`config.mk`:
```
export PLATFORM = sky130hd
export DESIGN_NAME = ins_cache_assoc_r32i
export DESIGN_NICKNAME = d
export VERILOG_FILES = /design/src/rtl/ins_cache_pkg.sv /design/src/rtl/ins_cache_way.sv /design/src/rtl/ins_cache_assoc_r32i.sv
export SDC_FILE = /design/constraint.sdc
export NUM_CORES = 2
export LEC_CHECK = 0
export ABC_AREA = 1
export BUFFER_PORTS_ARGS = -buffer_cell sky130_fd_sc_hd__clkbuf_2
export CAP_MARGIN = 5
export CORE_MARGIN = 4
export CORE_UTILIZATION = 55
export CTS_CLUSTER_SIZE = 10
export DETAILED_ROUTE_END_ITERATION = 8
export PLACE_DENSITY = 0.73
export SLEW_MARGIN = 10
export SYNTH_ARGS = -nofsm -noshare
export SYNTH_HDL_FRONTEND = slang
export SYNTH_HIERARCHICAL = 1
export SYNTH_SLANG_ARGS = --single-unit
```
`constraint.sdc`:
```
create_clock -name clock -period 6.4 [get_ports clock]
set_input_delay 0.96 -clock clock [delete_from_list [all_inputs] [get_ports clock]]
set_output_delay 0.96 -clock clock [all_outputs]
set_load 0.05 [all_outputs]
```
`src/rtl/ins_cache_pkg.sv`:
```
// Shared types, constants and address-field width helpers for the
// set-associative RV32I instruction cache.
package ins_cache_pkg;

  typedef enum logic {
    LOOKUP = 1'b0,
    REFILL = 1'b1
  } state_e;

  localparam logic [31:0] NOP_INS = 32'h0000_0013;

  function automatic int unsigned off_w(input int unsigned line_words);
    return $clog2(line_words);
  endfunction

  function automatic int unsigned idx_w(input int unsigned sets);
    return $clog2(sets);
  endfunction

  function automatic int unsigned tag_w(input int unsigned ram_bits,
                                        input int unsigned sets,
                                        input int unsigned line_words);
    return ram_bits - 2 - idx_w(sets) - off_w(line_words);
  endfunction

  // Zero-width fields (Sets=1, Ways=1) still need a 1-bit carrier signal.
  function automatic int unsigned safe_w(input int unsigned w);
    return (w == 0) ? 1 : w;
  endfunction

endpackage

```
`src/rtl/ins_cache_way.sv`:
```
// One cache way: per-set valid bit, tag and line data, with a combinational
// lookup port and a single refill write port.
module ins_cache_way
  import ins_cache_pkg::*;
#(
  parameter int unsigned dataW     = 32,
  parameter int unsigned Sets      = 8,
  parameter int unsigned LineWords = 4,
  parameter int unsigned TagW      = 9,
  localparam int unsigned IdxAW    = safe_w(idx_w(Sets)),
  localparam int unsigned OffW     = off_w(LineWords)
) (
  input  logic             clock,
  input  logic             clr_all_i,
  input  logic [IdxAW-1:0] rd_idx_i,
  input  logic [TagW-1:0]  rd_tag_i,
  input  logic [OffW-1:0]  rd_off_i,
  output logic             hit_o,
  output logic             valid_o,
  output logic [dataW-1:0] word_o,
  input  logic             wr_en_i,
  input  logic [IdxAW-1:0] wr_idx_i,
  input  logic [OffW-1:0]  wr_off_i,
  input  logic [dataW-1:0] wr_data_i,
  input  logic             inval_i,
  input  logic             fill_i,
  input  logic [TagW-1:0]  fill_tag_i
);

  logic [Sets-1:0]  valid_q;
  logic [TagW-1:0]  tag_q  [Sets];
  logic [dataW-1:0] data_q [Sets][LineWords];

  always_ff @(posedge clock) begin
    if (clr_all_i) begin
      valid_q <= '0;
    end else if (inval_i) begin
      valid_q[wr_idx_i] <= 1'b0;
    end else if (fill_i) begin
      valid_q[wr_idx_i] <= 1'b1;
    end
  end

  always_ff @(posedge clock) begin
    if (fill_i) begin
      tag_q[wr_idx_i] <= fill_tag_i;
    end
  end

  always_ff @(posedge clock) begin
    if (wr_en_i) begin
      data_q[wr_idx_i][wr_off_i] <= wr_data_i;
    end
  end

  assign valid_o = valid_q[rd_idx_i];
  assign hit_o   = valid_q[rd_idx_i] && (tag_q[rd_idx_i] == rd_tag_i);
  assign word_o  = data_q[rd_idx_i][rd_off_i];

endmodule

```
`src/rtl/ins_cache_assoc_r32i.sv`:
```
// Set-associative instruction cache with multi-word line refill from a
// zero-delay RAM port, round-robin replacement, flush and perf counters.
module ins_cache_assoc_r32i
  import ins_cache_pkg::*;
#(
  parameter int unsigned dataW       = 32,
  parameter int unsigned RAMAddrSize = 16,
  parameter int unsigned Sets        = 8,
  parameter int unsigned Ways        = 2,
  parameter int unsigned LineWords   = 4,
  parameter int unsigned CountW      = 32
) (
  input  logic                   clock,
  input  logic                   reset,
  input  logic [dataW-1:0]       ProgAddr,
  input  logic [dataW-1:0]       InsReadInp,
  input  logic                   Flush,
  output logic                   InsCacheStall,
  output logic [RAMAddrSize-1:0] InsCacheReadAddr,
  output logic [dataW-1:0]       OutputIns,
  output logic [CountW-1:0]      HitCount,
  output logic [CountW-1:0]      MissCount
);

  localparam int unsigned OffW  = off_w(LineWords);
  localparam int unsigned IdxW  = idx_w(Sets);
  localparam int unsigned IdxAW = safe_w(IdxW);
  localparam int unsigned TagW  = tag_w(RAMAddrSize, Sets, LineWords);
  localparam int unsigned PtrW  = safe_w($clog2(Ways));
  localparam logic [OffW-1:0] LAST_OFF = OffW'(LineWords - 1);

  state_e state_q, state_d;
  logic [TagW-1:0]   tag_q;
  logic [IdxAW-1:0]  idx_q;
  logic [OffW-1:0]   cnt_q;
  logic [PtrW-1:0]   vic_q;
  logic [PtrW-1:0]   rr_q [Sets];
  logic [CountW-1:0] hit_cnt_q, miss_cnt_q;

  logic [RAMAddrSize-1:0] pa;
  logic [TagW-1:0]        lk_tag;
  logic [IdxAW-1:0]       lk_idx;
  logic [OffW-1:0]        lk_off;
  logic                   unused_addr;

  assign pa          = ProgAddr[RAMAddrSize-1:0];
  assign lk_tag      = pa[RAMAddrSize-1 -: TagW];
  assign lk_off      = pa[2 +: OffW];
  assign lk_idx      = IdxAW'((pa >> (2 + OffW)) & RAMAddrSize'(Sets - 1));
  assign unused_addr = ^{ProgAddr[dataW-1:RAMAddrSize], pa[1:0]};

  function automatic logic [RAMAddrSize-1:0] line_addr(input logic [TagW-1:0]  t,
                                                       input logic [IdxAW-1:0] i,
                                                       input logic [OffW-1:0]  o);
    return (RAMAddrSize'(t) << (2 + OffW + IdxW)) |
           (RAMAddrSize'(i) << (2 + OffW)) |
           (RAMAddrSize'(o) << 2);
  endfunction

  logic [Ways-1:0]  hit_w, valid_w, wr_en;
  logic [dataW-1:0] word_w [Ways];
  logic             hit, found;
  logic [dataW-1:0] hit_word;
  logic [PtrW-1:0]  victim;
  logic             start, refill_wr, fill_done;
  logic [IdxAW-1:0] wr_idx;
  logic [OffW-1:0]  wr_off;

  always_comb begin
    hit      = 1'b0;
    hit_word = '0;
    for (int unsigned i = 0; i < Ways; i++) begin
      if (hit_w[i]) begin
        hit      = 1'b1;
        hit_word = word_w[i];
      end
    end
  end

  // Fill empty ways first; only fall back to round-robin once the set is full.
  always_comb begin
    victim = rr_q[lk_idx];
    found  = 1'b0;
    for (int unsigned i = 0; i < Ways; i++) begin
      if (!valid_w[i] && !found) begin
        victim = PtrW'(i);
        found  = 1'b1;
      end
    end
  end

  assign start     = (state_q == LOOKUP) && !hit && !Flush;
  assign refill_wr = (state_q == REFILL) && !Flush;
  assign fill_done = refill_wr && (cnt_q == LAST_OFF);
  assign wr_idx    = start ? lk_idx : idx_q;
  assign wr_off    = start ? '0 : cnt_q;

  for (genvar w = 0; w < Ways; w++) begin : g_way
    assign wr_en[w] = (start && (victim == PtrW'(w))) || (refill_wr && (vic_q == PtrW'(w)));

    ins_cache_way #(
      .dataW    (dataW),
      .Sets     (Sets),
      .LineWords(LineWords),
      .TagW     (TagW)
    ) u_way (
      .clock     (clock),
      .clr_all_i (reset | Flush),
      .rd_idx_i  (lk_idx),
      .rd_tag_i  (lk_tag),
      .rd_off_i  (lk_off),
      .hit_o     (hit_w[w]),
      .valid_o   (valid_w[w]),
      .word_o    (word_w[w]),
      .wr_en_i   (wr_en[w]),
      .wr_idx_i  (wr_idx),
      .wr_off_i  (wr_off),
      .wr_data_i (InsReadInp),
      .inval_i   (start && (victim == PtrW'(w))),
      .fill_i    (fill_done && (vic_q == PtrW'(w))),
      .fill_tag_i(tag_q)
    );
  end

  always_ff @(posedge clock) begin
    if (reset) state_q <= LOOKUP;
    else       state_q <= state_d;
  end

  always_comb begin
    state_d = state_q;
    case (state_q)
      LOOKUP:  if (!hit) state_d = REFILL;
      REFILL:  if (cnt_q == LAST_OFF) state_d = LOOKUP;
      default: state_d = LOOKUP;
    endcase
    if (Flush) state_d = LOOKUP;
  end

  always_comb begin
    InsCacheStall    = 1'b1;
    OutputIns        = dataW'(NOP_INS);
    InsCacheReadAddr = line_addr(tag_q, idx_q, cnt_q);
    if (state_q == LOOKUP) begin
      InsCacheReadAddr = line_addr(lk_tag, lk_idx, '0);
      if (hit) begin
        InsCacheStall = 1'b0;
        OutputIns     = hit_word;
      end
    end
  end

  always_ff @(posedge clock) begin
    if (reset) begin
      tag_q      <= '0;
      idx_q      <= '0;
      cnt_q      <= '0;
      vic_q      <= '0;
      hit_cnt_q  <= '0;
      miss_cnt_q <= '0;
      for (int unsigned s = 0; s < Sets; s++) rr_q[s] <= '0;
    end else begin
      if (start) begin
        tag_q <= lk_tag;
        idx_q <= lk_idx;
        vic_q <= victim;
        cnt_q <= OffW'(1);
      end else if (refill_wr) begin
        cnt_q <= cnt_q + OffW'(1);
      end
      if (fill_done) rr_q[idx_q] <= (rr_q[idx_q] + PtrW'(1)) & PtrW'(Ways - 1);
      if ((state_q == LOOKUP) && hit && (hit_cnt_q != '1)) hit_cnt_q <= hit_cnt_q + 1'b1;
      if (start && (miss_cnt_q != '1)) miss_cnt_q <= miss_cnt_q + 1'b1;
    end
  end

  assign HitCount  = hit_cnt_q;
  assign MissCount = miss_cnt_q;

endmodule

```
==> impl_metrics.json <==
{
  "run_status": "complete, no violations",
  "ys_ff_latch": 2296,
  "syn_area_um2": 93100,
  "end_kind": "output pin",
  "vias": 63034,
  "fp.dieArea_um2": 176000,
  "drt_pass1_iterations": 7,
  "wl_mm": 257,
  "cts_made_buffers": 282,
  "fp.coreArea_um2": 168000,
  "grt_first_pass_wirelength_mm": 377,
  "design_area_um2": 104000,
  "hpwlAfterDp_mm": 133,
  "vdd_drop_max_mv": 0.289,
  "postCtsResizedCells": 0,
  "seq_area_frac_synth_pct": 73.0,
  "fmax_mhz": 174,
  "cts.clk_slew.worst_paths_ns": 0.06,
  "finClkSkew_ns": 0.0744,
  "finalHoldViolCount": 0,
  "path_buf_inv": 6,
  "grt_pass1_vias": 60768,
  "drt_iter0_drc": 8555,
  "instances_no_fill": 9900,
  "synth_cells": 7485,
  "ys_types": 40,
  "hold_buffers": 0,
  "tightest_slew_ns": 1.11,
  "drv_slew": 0,
  "numPortBuffers": 159,
  "die_h_um": 419,
  "post_cts_buffers": 0,
  "required_ns": 5.44,
  "cp_max_fo": 89,
  "power_density_nw_per_um2": 309,
  "die_w_um": 419,
  "crit_type": "in2out",
  "post-place-ws_ns": 0.712,
  "maxCapViolCount": 0,
  "initial_core_util_pct": 55.5,
  "fin_util_pct": 62.1,
  "ys.flop_type": "edfxtp_1",
  "drc": 0,
  "synth_warnings": 6,
  "layout_min_cycle_time_ns": 5.75,
  "antenna_left": 0,
  "vias_per_cell": 6.37,
  "rows": 150,
  "filler_cell_count": 12072,
  "multi_input_area_um2": 22400,
  "rsz0062_at_grt": "false",
  "grtUsageTotal_pct": 28.7,
  "slew-limit-headroom_pct": 25.7,
  "hold_ws_ns": 0.460,
  "async_reset_ff_share_pct": 0,
  "setup_viol": 0,
  "synth_edf_count": 2200,
  "ioPinCount": 180,
  "layout-drive-gt1-share_pct": 10.2,
  "grt-ovfl-total": 0,
  "cts-htree-levels": 5,
  "critPathSlowestCell": "buf_4",
  "cpMostUsedCell": "nand2_1",
  "clock_path_buffers": 4,
  "setup-tns-final_ns": 0,
  "area_growth_pct": 11.9,
  "min_period_over_period_pct": 89.9,
  "crit_path_cell_trace": "buf_8, inv_8, buf_4, buf_4, o21ai_0, o221ai_1, nand3_1, nand2_1, nand2_1, nand2_1, mux2_2, nand2_1, inv_1, clkbuf_2",
  "cp-start-kind": "primary input",
  "p_total_mw": 32.2,
  "hold_path_class": "in2reg",
  "seq_area_um2": 68000,
  "clock-sinks": 2296,
  "layout.nets": 7695,
  "total_leakage_power_nw": 34.6,
  "post_synth.cell_area_avg_um2": 12.4,
  "worst_slack_ns": 0.648,
  "critPathArrivalTime_ns": 4.79,
  "cts_root_buf": "clkbuf_16",
  "cts_tree": "yes",
  "clk_latency_ns": 0.92,
  "gp_congestion": 0.885,
  "dp_cells": 9545,
  "grt_max_degree": 227,
  "routedWlPerCell_um": 26.0,
  "slowest_delay_ns": 0.84,
  "path_delay_family": "buffers and inverters",
  "dpl-instance-area_um2": 96600,
  "antenna_found_initial": 10
}
routing by layer:
| metal | global-route usage [%] | wire length [µm] | vias to the layer above |
|---|---|---|---|
| met5 | 0 | 16 | - |
| met4 | 13.3 | 12700 | 2 |
| met3 | 6.20 | 29200 | 589 |
| met2 | 45.5 | 120000 | 3924 |
| met1 | 38.3 | 95800 | 30933 |
| li1 | - | - | 27586 |
cell usage in the layout (no fill, tap or decap), types with 96 or more instances in the layout:
master | synthesis | routed
buf_4 | 69 | 172
clkbuf_16 | 0 | 287
clkbuf_2 | 0 | 153
dfxtp_1 | 96 | 96
edfxtp_1 | 2200 | 2200
inv_1 | 205 | 201
nand2_1 | 901 | 901
nand3_1 | 373 | 373
nor2_1 | 1404 | 1339
o21ai_0 | 1084 | 1084
o221ai_1 | 448 | 448
worst reg2reg max path: stages, from the launching register on:
cell	delay [ns]
edfxtp_1	0.39
o21ai_0	0.23
nand3_1	0.14
nand2_1	0.09
nand2_1	0.05
nand2_1	0.08
nor2_1	0.05
nand2_1	0.10
nor2_4	0.07
nor2_4	0.14
inv_2	0.06
nor3_4	0.12
inv_1	0.12
o21ai_0	0.41
inv_1	0.11
buf_4	0.19
inv_1	0.09
nand3_1	0.51
nor2_4	0.84
buf_4	0.35
Yosys cell counts (17+ instances only):
library cell,instances,area (µm²)
nor2_1,1404,5270
mux2_2,27,304
o211ai_1,68,510
a21oi_1,57,285
buf_1,32,120
inv_1,205,769
nand2_1,901,3380
nor3_1,17,85.1
buf_2,73,365
buf_6,22,248
o221ai_1,448,3920
clkbuf_1,303,1140
o21ai_0,1084,5430
xor2_1,18,158
edfxtp_1,2200,66100
nand3_1,373,1870
dfxtp_1,96,1920
buf_4,69,518
cell families (layout without fill, tap and decap cells):
logic type               count (synthesis)  in the layout  synth area share [%]
flip-flops                            2296           2296                  73.0
AO/OA/AOI/OAI                         1676           1676                  11.1
buffers and inverters                  712            916                  3.43
XOR/XNOR                                28             28                 0.263
multiplexers                            29             29                 0.348
other                                    1              8               0.00403
adder cells (fa/ha/maj)                  3              3                0.0403
AND/OR/NAND/NOR                       2740           2740                  11.8
worst paths after layout:
path                                                           start                                     end  slack, ns  cells past startpoint
worst min register to register             MissCount[3]$_SDFFE_PP0P_               MissCount[3]$_SDFFE_PP0P_       0.51                      2
worst max register to register  g_way[1].u_way/tag_q[3][4]$_DFFE_PP_  g_way[0].u_way/data_q[5][38]$_DFFE_PP_       1.96                     19
worst min-delay path                                    ProgAddr[11]                   tag_q[4]$_SDFFE_PP0P_       0.46                      3
worst max-delay path                                     ProgAddr[5]                            OutputIns[8]       0.65                     14
sequential cells by signal, indices dropped and copies added (netlist names), 2 cells and up, named ones only:
name	count
idx_q	3
cnt_q	2
g_way.u_way/tag_q	144
tag_q	9
rr_q	8
g_way.u_way/data_q	2048
HitCount	32
MissCount	32
report_power, final:
group | internal (mW) | leakage [nW] | switching (mW) | total (mW)
Combinational | 0.433 | 10.3 | 1.52 | 1.95
Sequential | 16.6 | 20.6 | 0.0439 | 16.6
Clock | 8.11 | 3.68 | 5.49 | 13.6
layout make-up:
cell class	instances	share of cell area (%)
Sequential cell	2296	65.3
Multi-Input combinational cell	4478	21.5
Clock buffer	339	7.09
Tap cell	2204	2.65
Timing Repair Buffer	354	2.50
Inverter	213	0.823
Clock inverter	10	0.135
Antenna cell	6	0.0144
No activity file was read; power rests on OpenSTA's default activity.
